<file path="src/rtl/inst_fetch_if.sv">
// Instruction-memory request/acknowledge bundle between the fetch stage and instruction memory.
// Data is valid in the same cycle that ack is high.
interface inst_fetch_if #(
  parameter int unsigned AddrW = 32
) ();
  logic             req;
  logic [AddrW-1:0] addr;
  logic             ack;
  logic [31:0]      data;

  modport master (output req, addr, input ack, data);
  modport slave  (input req, addr, output ack, data);
endinterface

</file>
<file path="src/rtl/inst_fetch.sv">
// Fetch stage: holds the PC, runs the req/ack handshake to instruction memory, latches the
// fetched word, splits it into fields and computes the next PC when the instruction is consumed.
module inst_fetch #(
  parameter int unsigned      AddrW   = 32,
  parameter logic [AddrW-1:0] ResetPc = '0
) (
  input  logic             clk_i,
  input  logic             rst_ni,
  inst_fetch_if.master     imem,
  input  logic             stall_i,
  input  logic [1:0]       pc_src_i,
  input  logic             branch_taken_i,
  input  logic [31:0]      data_ext_i,
  input  logic [31:0]      reg_target_i,
  output logic [31:0]      instr_o,
  output logic             instr_valid_o,
  output logic [AddrW-1:0] pc_o,
  output logic [AddrW-1:0] pc_plus4_o,
  output logic [5:0]       opcode_o,
  output logic [4:0]       rs_o,
  output logic [4:0]       rt_o,
  output logic [4:0]       rd_o,
  output logic [5:0]       funct_o,
  output logic [15:0]      imm_o,
  output logic             fault_o
);

  typedef enum logic [1:0] {StIdle, StReq, StHold, StErr} state_e;

  state_e           state_q;
  logic [AddrW-1:0] pc_q;
  logic [31:0]      instr_q;
  logic             valid_q;
  logic             fault_q;
  logic             req_q;

  logic [AddrW-1:0] pc_plus4;
  logic [AddrW-1:0] next_pc;
  logic             misaligned;

  assign pc_plus4 = pc_q + AddrW'(4);

  always_comb begin
    next_pc = pc_plus4;
    unique case (pc_src_i)
      2'b00: next_pc = pc_plus4;
      2'b01: next_pc = branch_taken_i ? pc_plus4 + AddrW'(data_ext_i << 2) : pc_plus4;
      2'b10: next_pc = {pc_plus4[AddrW-1:28], instr_q[25:0], 2'b00};
      2'b11: next_pc = AddrW'(reg_target_i);
      default: next_pc = pc_plus4;
    endcase
  end

  assign misaligned = (next_pc[1:0] != 2'b00);

  // Outputs req/valid are registered so they depend on state only.
  always_ff @(posedge clk_i or negedge rst_ni) begin
    if (!rst_ni) begin
      state_q <= StIdle;
      pc_q    <= ResetPc;
      instr_q <= '0;
      valid_q <= 1'b0;
      fault_q <= 1'b0;
      req_q   <= 1'b0;
    end else begin
      case (state_q)
        StIdle: begin
          req_q   <= 1'b1;
          state_q <= StReq;
        end
        StReq: begin
          if (imem.ack) begin
            instr_q <= imem.data;
            valid_q <= 1'b1;
            req_q   <= 1'b0;
            state_q <= StHold;
          end
        end
        StHold: begin
          if (!stall_i) begin
            valid_q <= 1'b0;
            if (misaligned) begin
              fault_q <= 1'b1;
              state_q <= StErr;
            end else begin
              pc_q    <= next_pc;
              req_q   <= 1'b1;
              state_q <= StReq;
            end
          end
        end
        default: begin
          req_q   <= 1'b0;
          valid_q <= 1'b0;
          fault_q <= 1'b1;
          state_q <= StErr;
        end
      endcase
    end
  end

  assign imem.req      = req_q;
  assign imem.addr     = pc_q;
  assign instr_o       = instr_q;
  assign instr_valid_o = valid_q;
  assign pc_o          = pc_q;
  assign pc_plus4_o    = pc_plus4;
  assign fault_o       = fault_q;

  assign opcode_o = instr_q[31:26];
  assign rs_o     = instr_q[25:21];
  assign rt_o     = instr_q[20:16];
  assign rd_o     = instr_q[15:11];
  assign funct_o  = instr_q[5:0];
  assign imm_o    = instr_q[15:0];

endmodule

</file>
<file path="src/flat_wrapper.sv">
// flat-port wrapper written by rule: the top's interface ports become plain ports
module inst_fetch_flat 
#(
  parameter int unsigned      AddrW   = 32,
  parameter logic [AddrW-1:0] ResetPc = '0
)
  (clk_i, rst_ni, stall_i, pc_src_i, branch_taken_i, data_ext_i, reg_target_i, instr_o, instr_valid_o, pc_o, pc_plus4_o, opcode_o, rs_o, rt_o, rd_o, funct_o, imm_o, fault_o, imem_req, imem_addr, imem_ack, imem_data);
  inst_fetch_if #(.AddrW(AddrW)) imem_i ();
  input  logic clk_i;
  input  logic rst_ni;
  input  logic stall_i;
  input  logic [1:0] pc_src_i;
  input  logic branch_taken_i;
  input  logic [31:0] data_ext_i;
  input  logic [31:0] reg_target_i;
  output logic [31:0] instr_o;
  output logic instr_valid_o;
  output logic [AddrW-1:0] pc_o;
  output logic [AddrW-1:0] pc_plus4_o;
  output logic [5:0] opcode_o;
  output logic [4:0] rs_o;
  output logic [4:0] rt_o;
  output logic [4:0] rd_o;
  output logic [5:0] funct_o;
  output logic [15:0] imm_o;
  output logic fault_o;
  output wire logic [$bits(imem_i.req)-1:0] imem_req;
  output wire logic [$bits(imem_i.addr)-1:0] imem_addr;
  input wire logic [$bits(imem_i.ack)-1:0] imem_ack;
  input wire logic [$bits(imem_i.data)-1:0] imem_data;
  assign imem_req = imem_i.req;
  assign imem_addr = imem_i.addr;
  assign imem_i.ack = imem_ack;
  assign imem_i.data = imem_data;
  inst_fetch #(.AddrW(AddrW), .ResetPc(ResetPc)) u_core (.clk_i(clk_i), .rst_ni(rst_ni), .imem(imem_i), .stall_i(stall_i), .pc_src_i(pc_src_i), .branch_taken_i(branch_taken_i), .data_ext_i(data_ext_i), .reg_target_i(reg_target_i), .instr_o(instr_o), .instr_valid_o(instr_valid_o), .pc_o(pc_o), .pc_plus4_o(pc_plus4_o), .opcode_o(opcode_o), .rs_o(rs_o), .rt_o(rt_o), .rd_o(rd_o), .funct_o(funct_o), .imm_o(imm_o), .fault_o(fault_o));
endmodule
</file>
<file path="config.mk">
export PLATFORM = sky130hd
export DESIGN_NAME = inst_fetch_flat
export DESIGN_NICKNAME = d
export VERILOG_FILES = /design/src/rtl/inst_fetch_if.sv /design/src/rtl/inst_fetch.sv /design/src/flat_wrapper.sv
export SDC_FILE = /design/constraint.sdc
export NUM_CORES = 1
export LEC_CHECK = 0
export ABC_AREA = 1
export BUFFER_PORTS_ARGS = -buffer_cell sky130_fd_sc_hd__buf_2
export CAP_MARGIN = 25
export CORE_ASPECT_RATIO = 1.5
export CORE_MARGIN = 3
export CORE_UTILIZATION = 35
export CTS_BUF_LIST = sky130_fd_sc_hd__clkbuf_16
export CTS_CLUSTER_SIZE = 28
export DETAILED_ROUTE_END_ITERATION = 8
export PLACE_DENSITY_LB_ADDON = 0.05
export RECOVER_POWER = 25
export SLEW_MARGIN = 10
export SYNTH_ARGS = -nofsm -noshare
export SYNTH_HDL_FRONTEND = slang
export SYNTH_SLANG_ARGS = --single-unit
</file>
<file path="constraint.sdc">
create_clock -name clk_i -period 3.7 [get_ports clk_i]
set_input_delay 0.185 -clock clk_i [delete_from_list [all_inputs] [get_ports clk_i]]
set_output_delay 0.185 -clock clk_i [all_outputs]
set_load 0.005 [all_outputs]
</file>
==> results by group, run 1 <==
Run status
  • Status: complete, no violations

Floorplanning
  • DIE AREA: 23000 um2
  • I/O pin count: 277
  • Die Span X: 125 um
  • Initial Utilization: 36.0%
  • Die Ht: 184 um
  • CORE AREA: 20600 um2
  • Core Rows: 64

STA
  • RSZ-0062 raised after global routing: no
  • Final hold vios: 0
  • Slew headroom: 11.1%
  • # setup viols final: 0
  • Final period util: 91.7%
  • Worst Clk Skew: 0.0140 ns
  • Max Freq: 295 MHz
  • Min cycle time layout: 3.39 ns
  • Slew @ Worst Pin: 1.33 ns
  • Final slew viol count: 0
  • Final setup margin: 0.307 ns
  • Final TNS setup: 0 ns
  • Hold slack final: 0.0748 ns

CTS
  • Postcts setup bufs: 0
  • Clock transition at the registers of the reported paths: 0.07 ns
  • Clock Sinks: 69
  • Clk_lat worst skew: 0.34 ns
  • Clock buffer depth: 2
  • CTS root buf: clkbuf_16
  • H-tree depth: 3
  • CTS tree: done
  • CTS Buf Count: 9

Logic synthesis
  • EDFF count, synth: 0
  • Flops & latches, synth: 69
  • Synth warn: 0
  • Cell Area, Synth: 7410 um2
  • Main synth FF type: dfrtp_1
  • Mean Syn Cell Area: 6.51 um2
  • Sequential area share after synthesis: 23.3%
  • Yosys cell types: 48
  • Post-Syn Instances: 1138
  • Post-synth ARST share: 100%
  • Post-synth net total: 1276

Worst hold path
  • Worst hold path class: in -> reg
  • Hold Path Origin: imem_data[31]

Setup path
  • WP data required: 3.92 ns
  • Data arrival, critical path: 3.61 ns
  • CP Launch Type: flop
  • Worst setup EP type: flop
  • Critical path origin: u_core.imem.addr[3]
  • Critical setup path kind: reg -> reg
  • Max FO, Critical Path: 6
  • Reg-to-Reg Start: u_core.imem.addr[3]

Job
  • Max_cap viols: 0

Route
  • Via/cell ratio: 4.89
  • Drt total wl: 27700 um
  • Violation count after the first detailed-routing iteration: 446
  • Total number of vias: 7892
  • DRT antenna net count: 0
  • # DRC: 0
  • Drt pass-1 iters: 5
  • Routed WL per cell: 17.1 um

Place
  • IO Port Bufs: 274
  • Area post-placement: 8530 um2
  • HPWL after DPL: 22700 um
  • Dpl ws: 0.232 ns
  • Placer congestion estimate: 0.927
  • Cells after DPL: 1596

Global route
  • Total GRT Usage: 23.4%
  • Antenna violations before repair: 1
  • Pin count of the biggest net entering global routing: 70
  • Vias in the first global route: 7870
  • Layer with the highest usage: met2
  • Met2 Use GR: 41.4%
  • Total gr overflow: 0
  • Met3 usage: 2.87%
  • M1 GR Usage: 28.4%
  • First-pass GRT wire length: 42100 um

Cells and area
  • Nets: 1483
  • Final core utilization: 43.2%
  • Most frequent cells in the layout: 363 x nand2_1, 271 x buf_2, 143 x inv_1
  • FILL cells: 2308
  • Design Area, Final: 8880 um2
  • Layout area overhead: 19.9%
  • Post-route insts no fill: 1615
  • Most common cell after layout, fill and taps aside: nand2_1
  • Layout cell share with drive strength beyond 1: 29.3%

Power and ir drop
  • VDD IR max: 0.496 mV
  • Pwr dens: 771 nW/um2
  • Pleak: 5.10 nW
  • Design Power: 6.85 mW
[where the power goes]
group / switching [mW] / total, mW / internal [mW]
Clock: 0.365 / 0.959 / 0.594
Sequential: 0.500 / 1.60 / 1.10
Combinational: 2.50 / 4.29 / 1.79
Total: 3.36 / 6.85 / 3.49
[layout make-up]
| class | instances | area (um2) | area share (%) |
|---|---|---|---|
| multi-input combinational | 815 | 4380 | 49.3 |
| inverter | 152 | 571 | 6.42 |
| timing repair buffer | 298 | 1550 | 17.4 |
| tap | 264 | 330 | 3.72 |
| clock inverter | 7 | 97.6 | 1.10 |
| antenna | 1 | 2.50 | 0.0282 |
| clock buffer | 9 | 225 | 2.54 |
| sequential | 69 | 1730 | 19.5 |
[path summary, 6_finish.rpt]
check | to | slack [ns] | cells after the start
worst max register to register | u_core.imem.addr[24] | 0.31 | 22
min in group asynchronous | u_core.instr_o[2] | 0.66 | 2
worst min-delay path | u_core.instr_o[31] | 0.07 | 2
worst max-delay path | u_core.imem.addr[24] | 0.31 | 22
max in group asynchronous | u_core.imem.addr[21] | 1.08 | 3
worst min register to register | u_core.imem.req | 0.50 | 2
[cells by family (layout without fill, tap and decap cells)]
group	Yosys count	in the layout	synth area share [%]
AOI/OAI and AO/OA	157	157	12.2
xor gates and xnor gates	24	24	3.04
adders and majority gates	35	35	6.01
buffers and inverters	254	466	17.9
DFF	69	69	23.3
muxes	32	32	4.86
other	0	1	0
and+or+nand+nor	567	567	32.7
[state kept, by name (all words and copies together) (netlist names)]
| name | count |
|---|---|
| u_core.instr_o | 32 |
| u_core.state_q | 2 |
| u_core.imem.addr | 32 |
| u_core.imem.req | 1 |
| u_core.instr_valid_o | 1 |
| u_core.fault_o | 1 |
[Yosys cell counts (2+ instances only)]
cell	number	area, um2
nand3_2	2	20.0
nor2_2	8	50.1
buf_6	4	45.0
a21o_1	4	30.0
dfrtp_1	69	1730
nor3_2	3	30.0
o211ai_1	5	37.5
nand3b_1	3	22.5
nand3_1	67	335
o21ai_1	8	40.0
xor2_1	18	158
mux2_2	32	360
clkbuf_1	11	41.3
ha_1	34	425
o21bai_1	7	52.6
a22oi_1	3	22.5
xnor2_1	4	35.0
a221oi_1	12	105
buf_4	79	593
inv_1	143	537
and2_1	3	18.8
or2_2	2	12.5
nand2_1	363	1360
a21oi_1	65	325
o21ai_0	46	230
o2111ai_1	2	17.5
nor3_1	7	35.0
buf_2	4	20.0
clkbuf_8	3	41.3
nor2_1	82	308
inv_2	8	30.0
nand2_2	11	68.8
nor2_4	4	45.0
nand4_1	8	50.1
[metal layers]
metal	up-vias	part of all wire (%)
li1	3990	-
met1	3572	42
met2	279	50
met3	51	5.3
met4	0	3.4
met5	-	0
[worst max-delay path: stages (launching register included)]
cell,delay (ns)
dfrtp_2,0.45
ha_1,0.23
nand2_1,0.11
nor2_2,0.06
nand2_4,0.11
inv_2,0.06
nand2_1,0.05
inv_1,0.04
or2_2,0.26
nand2_1,0.15
inv_1,0.08
ha_1,0.38
nand2_1,0.13
nor2_1,0.23
nand2_1,0.10
nor2_1,0.11
o21ai_0,0.19
nand4_1,0.15
nand3_1,0.09
nand2_1,0.13
nand2_1,0.05
nand2_1,0.07
nand2_1,0.04
[repair_timing]
item | in CTS | in global routing
resized for setup | 0 | 7
endpoints found under the hold margin | 0 | 19
setup endpoints to repair | 0 | 7
hold buffers | 0 | 1
(Power assumes the default switching activity.)
==> run 2, diff against run 1 <==
- CELL_PAD_IN_SITES_DETAIL_PLACEMENT: unset -> 1
- CELL_PAD_IN_SITES_GLOBAL_PLACEMENT: unset -> 1
==> results by group, run 2 (synthesis gave the netlist of run 1 again) <==
Global route
  • Antenna violations before repair: 0 (was 1)
  • First-pass GRT wire length: 46100 um (was 42100 um)
  • Pin count of the biggest net entering global routing: 31 (was 70)
  • Total gr overflow: 0 (unchanged)
  • Total GRT Usage: 25.5% (was 23.4%)
  • Vias in the first global route: 8478 (was 7870)

Route
  • # DRC: 0 (unchanged)
  • DRT antenna net count: 0 (unchanged)
  • Via/cell ratio: 4.96 (was 4.89)
  • Drt pass-1 iters: 4 (was 5)
  • Violation count after the first detailed-routing iteration: 300 (was 446)
  • Drt total wl: 30000 um (was 27700 um)
  • Routed WL per cell: 18.5 um (was 17.1 um)
  • Total number of vias: 8047 (was 7892)

STA
  • Slew headroom: -11.5% (was 11.1%)
  • Slew @ Worst Pin: 1.67 ns (was 1.33 ns)
  • Worst Clk Skew: 0.00874 ns (was 0.0140 ns)
  • Min cycle time layout: 3.43 ns (was 3.39 ns)
  • Final period util: 92.7% (was 91.7%)
  • Max Freq: 292 MHz (was 295 MHz)
  • Final slew viol count: 29 (was 0)
  • Final hold vios: 0 (unchanged)
  • RSZ-0062 raised after global routing: yes (was no)
  • # setup viols final: 0 (unchanged)

CTS
  • Clock transition at the registers of the reported paths: 0.06 ns (was 0.07 ns)
  • CTS tree: done (unchanged)
  • Clock buffer depth: 2 (unchanged)
  • CTS Buf Count: 9 (unchanged)
  • CTS root buf: clkbuf_16 (unchanged)
  • Clk_lat worst skew: 0.35 ns (was 0.34 ns)
  • Clock Sinks: 69 (unchanged)
  • Postcts setup bufs: 0 (unchanged)
  • H-tree depth: 3 (unchanged)

Floorplanning
  • CORE AREA: 20600 um2 (unchanged)
  • Die Ht: 184 um (unchanged)
  • I/O pin count: 277 (unchanged)
  • Die Span X: 125 um (unchanged)
  • Initial Utilization: 36.0% (unchanged)
  • Core Rows: 64 (unchanged)
  • DIE AREA: 23000 um2 (unchanged)

Power and ir drop
  • Pleak: 5.06 nW (was 5.10 nW)
  • Design Power: 6.89 mW (was 6.85 mW)
  • Pwr dens: 776 nW/um2 (was 771 nW/um2)
  • VDD IR max: 0.379 mV (was 0.496 mV)

Cells and area
  • Most frequent cells in the layout: 363 x nand2_1, 249 x buf_2, 143 x inv_1 (was 363 x nand2_1, 271 x buf_2, 143 x inv_1)
  • Most common cell after layout, fill and taps aside: nand2_1 (unchanged)
  • Layout cell share with drive strength beyond 1: 27.8% (was 29.3%)
  • Final core utilization: 43.1% (was 43.2%)
  • Nets: 1492 (was 1483)
  • Antenna cells: 0 (was 1)
  • Layout area overhead: 19.8% (was 19.9%)

Run status
  • Failing checks: max-capacitance violations, max-slew violations
  • Status: complete, but fails checks (was complete, no violations)

Setup path
  • CP most frequent cell: nand2_1 (unchanged)
  • Number of cells on the critical path: 18 (was 22)
  • Setup slack, reg-to-reg: 0.27 ns (was 0.31 ns)
  • Slowest stage cell, crit path: dfrtp_1 (was dfrtp_2)
  • Critical setup path kind: reg -> reg (unchanged)
  • Max FO, Critical Path: 7 (was 6)
  • CP cell instances: nand3_2 -> nor2_2 -> nand2_1 -> nor3_2 -> xor2_1 -> inv_1 -> ha_1 -> nand2_1 -> nor2_2 -> nand2_1 -> nor2_1 -> o21ai_0 -> nand4_1 -> nand3_1 -> nand2_1 -> nand2_1 -> nand2_1 -> nand2_1 (was ha_1 -> nand2_1 -> nor2_2 -> nand2_4 -> inv_2 -> nand2_1 -> inv_1 -> or2_2 -> nand2_1 -> inv_1 -> ha_1 -> nand2_1 -> nor2_1 -> nand2_1 -> nor2_1 -> o21ai_0 -> nand4_1 -> nand3_1 -> nand2_1 -> nand2_1 -> nand2_1 -> nand2_1)
  • Slowest cell delay on critical path: 0.50 ns (was 0.45 ns)
  • R2r worst-path depth: 18 (was 22)
  • Worst setup EP type: flop (unchanged)
  • CP Launch Type: flop (unchanged)
  • Data arrival, critical path: 3.67 ns (was 3.61 ns)
  • Worst r2r dst: u_core.imem.addr[24] (unchanged)
  • Crit path max-delay family: simple AND/OR/NAND/NOR gates (unchanged)
  • Bufs and invs on worst path: 1 (was 3)
  • Reg-to-Reg Start: u_core.imem.addr[4] (was u_core.imem.addr[3])
  • WP data required: 3.95 ns (was 3.92 ns)

Place
  • Placer congestion estimate: 0.890 (was 0.927)
  • IO Port Bufs: 274 (unchanged)
  • HPWL after DPL: 25000 um (was 22700 um)

Worst hold path
  • Hold Path Origin: imem_data[7] (was imem_data[31])
  • Worst hold path endpoint: u_core.instr_o[7] (was u_core.instr_o[31])
  • Worst hold path class: in -> reg (unchanged)
  • Worst hold stages: 2 (unchanged)

Job
  • Max_cap viols: 1 (was 0)
[run 2: cell types whose count changed in the layout (fill, tap and decap cells not counted), moves of 2 or more]
cell	previous run	this run
buf_2	271	249
clkbuf_1	3	25
buf_4	22	32
clkinv_2	0	2
ha_1	32	34
ha_2	2	0
inv_6	2	0
nor2_2	10	12
[run 2: worst max-delay path by stage]
stage / startpoint / to / slack, ns
after floorplan: u_core.imem.addr[2] / u_core.imem.addr[15] / 0.88
after global placement: u_core.imem.addr[4] / u_core.imem.addr[24] / 0.31
after detailed placement: u_core.imem.addr[2] / u_core.imem.addr[24] / 0.29
after CTS: u_core.imem.addr[4] / u_core.imem.addr[24] / 0.25
after global routing: u_core.imem.addr[10] / u_core.imem.addr[29] / -0.01
final: u_core.imem.addr[4] / u_core.imem.addr[24] / 0.27
[run 2: power breakdown]
| part | leakage, nW | switching [mW] | internal, mW |
|---|---|---|---|
| Clock | 0.136 | 0.340 | 0.511 |
| Sequential | 0.833 | 0.485 | 1.10 |
| Combinational | 4.10 | 2.65 | 1.80 |
[run 2: cell type report]
type	instances	area (um2)
fill	2854	11700
timing repair buffer	307	1590
tap	264	330
inverter	152	571
clock inverter	6	55.1
sequential	69	1730
clock buffer	9	225
multi-input combinational	815	4380
[run 2: layer usage]
layer | share of wire (%) | global-route usage (%) | wire length (um) | up-vias
li1 | - | - | - | 3986
met2 | 52 | 48.5 | 15700 | 191
met5 | 0 | 0 | 0 | -
met4 | 1.9 | 7.06 | 563 | 0
met3 | 4.4 | 3.89 | 1310 | 34
met1 | 41 | 29.7 | 12400 | 3836
[run 2: worst register-to-register path, stage by stage, from the launching register on]
cell and delay, ns:
dfrtp_1 0.50, nand3_2 0.17, nor2_2 0.21, nand2_1 0.17
nor3_2 0.30, xor2_1 0.23, inv_1 0.13, ha_1 0.39
nand2_1 0.14, nor2_2 0.19, nand2_1 0.12, nor2_1 0.09
o21ai_0 0.18, nand4_1 0.15, nand3_1 0.09, nand2_1 0.12
nand2_1 0.06, nand2_1 0.06, nand2_1 0.04
[run 2: repair_timing]
action / CTS / global route
hold endpoints to repair: 26 / 0
resized for setup: 0 / 5
endpoints found under the setup margin: 0 / 7
hold buffers: 1 / 0
[run 2: through the flow]
step / setup WS, ns / setup TNS, ns / cell area [um2] / hold slack (ns) / std cells
after floorplan: 0.878 / 0 / 7410 / -0.111 / 1138
after global placement: 0.311 / 0 / 8600 / 0.255 / 1606
after detailed placement: 0.292 / 0 / 8600 / 0.250 / 1606
after CTS: 0.250 / 0 / 8890 / 0.0652 / 1622
after global routing: -0.0131 / -0.0165 / 8880 / 0.0717 / 1622
final: 0.270 / 0 / 8880 / 0.0696 / 1622
==> run 3, diff against run 2 <==
- GPL_TIMING_DRIVEN: unset -> 0
==> results by group, run 3 (synthesis gave the netlist of run 1 again) <==
Setup path
  • Worst setup EP type: flop (unchanged)
  • Setup slack, reg-to-reg: 0.24 ns (was 0.27 ns)
  • Reg-to-Reg Start: u_core.imem.addr[2] (was u_core.imem.addr[4])
  • Max FO, Critical Path: 7 (unchanged)
  • CP Launch Type: flop (unchanged)
  • WP data required: 3.94 ns (was 3.95 ns)
  • R2r worst-path depth: 20 (was 18)
  • Worst r2r dst: u_core.imem.addr[24] (unchanged)
  • Data arrival, critical path: 3.70 ns (was 3.67 ns)
  • Critical setup path kind: reg -> reg (unchanged)

Route
  • DRT antenna net count: 0 (unchanged)
  • Routed WL per cell: 18.2 um (was 18.5 um)
  • Violation count after the first detailed-routing iteration: 330 (was 300)
  • Via/cell ratio: 4.93 (was 4.96)
  • Total number of vias: 8351 (was 8047)
  • Drt pass-1 iters: 4 (unchanged)
  • Drt total wl: 30900 um (was 30000 um)
  • # DRC: 0 (unchanged)

Global route
  • Total GRT Usage: 26.5% (was 25.5%)
  • Antenna violations before repair: 0 (unchanged)
  • First-pass GRT wire length: 48000 um (was 46100 um)
  • Total gr overflow: 0 (unchanged)
  • Pin count of the biggest net entering global routing: 54 (was 31)
  • Vias in the first global route: 8883 (was 8478)

Place
  • HPWL after DPL: 26500 um (was 25000 um)
  • IO Port Bufs: 273 (was 274)
  • Placer congestion estimate: 0.931 (was 0.890)
  • Cells after DPL: 1676 (was 1606)
  • Dpl ws: -0.0469 ns (was 0.292 ns)
  • Area post-placement: 9140 um2 (was 8600 um2)

Power and ir drop
  • Pwr dens: 769 nW/um2 (was 776 nW/um2)
  • VDD IR max: 0.483 mV (was 0.379 mV)
  • Pleak: 5.44 nW (was 5.06 nW)

STA
  • Worst Clk Skew: 0.00932 ns (was 0.00874 ns)
  • Final hold vios: 0 (unchanged)
  • Max Freq: 289 MHz (was 292 MHz)
  • Final TNS setup: 0 ns (unchanged)
  • Final setup margin: 0.236 ns (was 0.270 ns)
  • Slew headroom: 7.54% (was -11.5%)
  • Slew @ Worst Pin: 1.39 ns (was 1.67 ns)
  • Final period util: 93.6% (was 92.7%)
  • # setup viols final: 0 (unchanged)
  • Final slew viol count: 0 (was 29)
  • Min cycle time layout: 3.46 ns (was 3.43 ns)
  • RSZ-0062 raised after global routing: yes (unchanged)

CTS
  • CTS Buf Count: 9 (unchanged)
  • Clock transition at the registers of the reported paths: 0.06 ns (about the same)
  • Clock Sinks: 69 (unchanged)
  • CTS tree: done (unchanged)
  • Clock buffer depth: 2 (unchanged)
  • Clk_lat worst skew: 0.34 ns (was 0.35 ns)
  • H-tree depth: 3 (unchanged)
  • CTS root buf: clkbuf_16 (unchanged)

Cells and area
  • Most common cell after layout, fill and taps aside: nand2_1 (unchanged)
  • Antenna cells: 0 (unchanged)
  • Post-route insts no fill: 1693 (was 1622)
  • Most frequent cells in the layout: 359 x nand2_1, 270 x buf_2, 144 x inv_1 (was 363 x nand2_1, 249 x buf_2, 143 x inv_1)
  • FILL cells: 2807 (was 2854)
  • Design Area, Final: 9460 um2 (was 8880 um2)
  • Layout cell share with drive strength beyond 1: 32.7% (was 27.8%)
  • Nets: 1564 (was 1492)
  • Layout area overhead: 27.6% (was 19.8%)

Worst hold path
  • Hold Path Origin: imem_data[27] (was imem_data[7])
  • Worst hold path class: in -> reg (unchanged)
  • Worst hold path endpoint: u_core.instr_o[27] (was u_core.instr_o[7])
  • Worst hold stages: 2 (unchanged)

Floorplanning
  • Die Ht: 184 um (unchanged)
  • CORE AREA: 20600 um2 (unchanged)
  • Initial Utilization: 36.0% (unchanged)
  • Core Rows: 64 (unchanged)
  • I/O pin count: 277 (unchanged)
  • DIE AREA: 23000 um2 (unchanged)
  • Die Span X: 125 um (unchanged)

Run status
  • Status: complete, no violations (was complete, but fails checks)

Job
  • Max_cap viols: 0 (was 1)
run 3: changes by cell type in the layout (fill, tap and decap cells not counted), moves of 4 or more:
cell	delta
nand2_2	+4
xor2_1	-4
clkbuf_1	-7
buf_6	+4
xor2_2	+4
nand2_1	-4
buf_4	+49
buf_2	+21
run 3: repair_timing:
item / 4_1_cts / 5_1_grt
pin swaps: 0 / 2
setup endpoints to repair: 6 / 17
setup buffers: 0 / 2
resized for setup: 3 / 19
hold buffers: 1 / 0
hold endpoints to repair: 16 / 0
run 3: how the worst max path moves through the flow:
stage | from | to | cells after the start
final | u_core.imem.addr[2] | u_core.imem.addr[24] | 20
after global routing | u_core.imem.addr[2] | u_core.imem.addr[24] | 20
after CTS | u_core.imem.addr[2] | u_core.imem.addr[13] | 19
after detailed placement | u_core.imem.addr[2] | u_core.imem.addr[13] | 19
after global placement | u_core.imem.addr[2] | u_core.imem.addr[13] | 19
after floorplan | u_core.imem.addr[2] | u_core.imem.addr[15] | 22
run 3: final cells by class:
type | count | area, um2 | area share, %
Buffer | 102 | 753 | 7.97
Clock buffer | 9 | 225 | 2.38
Clock inverter | 5 | 21.3 | 0.225
Inverter | 152 | 571 | 6.03
Multi-Input combinational cell | 815 | 4440 | 46.9
Sequential cell | 69 | 1730 | 18.3
Tap cell | 264 | 330 | 3.49
Timing Repair Buffer | 277 | 1390 | 14.7
run 3: metrics by stage:
stage                     utilization (%)  hold slack (ns)  total power [mW]
after CTS                            45.7           0.0720              7.27
after floorplan                         -           -0.111              4.49
after global placement               44.2            0.417              6.36
after global routing                 45.9           0.0799              7.96
final                                45.9           0.0743              7.27
after detailed placement             44.4           0.0853              6.47
run 3: routing by layer:
| metal | share of wire, % | routed length (um) | vias up | track usage [%] |
|---|---|---|---|---|
| met5 | 0 | 0 | - | 0 |
| met4 | 2.0 | 605 | 0 | 7.11 |
| met3 | 4.6 | 1400 | 32 | 3.74 |
| li1 | - | - | 4134 | - |
| met2 | 55 | 16900 | 206 | 52.0 |
| met1 | 39 | 11900 | 3979 | 29.6 |
run 3: power breakdown:
group	total, mW	leakage, nW	internal (mW)	switching, mW
Combinational	4.84	4.48	2.18	2.66
Clock	0.765	0.127	0.436	0.328
Sequential	1.66	0.832	1.10	0.557
run 3: worst max-delay path, stage by stage, from the launching register on:
cell and delay [ns]:
dfrtp_2 0.44, ha_2 0.24, nand2_1 0.09, nor2_2 0.17, nand2_4 0.10, inv_2 0.09
nand4_1 0.17, xor2_2 0.29, inv_1 0.13, ha_2 0.40, nand2_1 0.11, nor2_2 0.19
nand2_1 0.11, nor2_1 0.09, o21ai_0 0.17, nand4_1 0.14, nand3_1 0.10, nand2_1 0.16
nand2_1 0.06, nand2_1 0.06, nand2_1 0.05
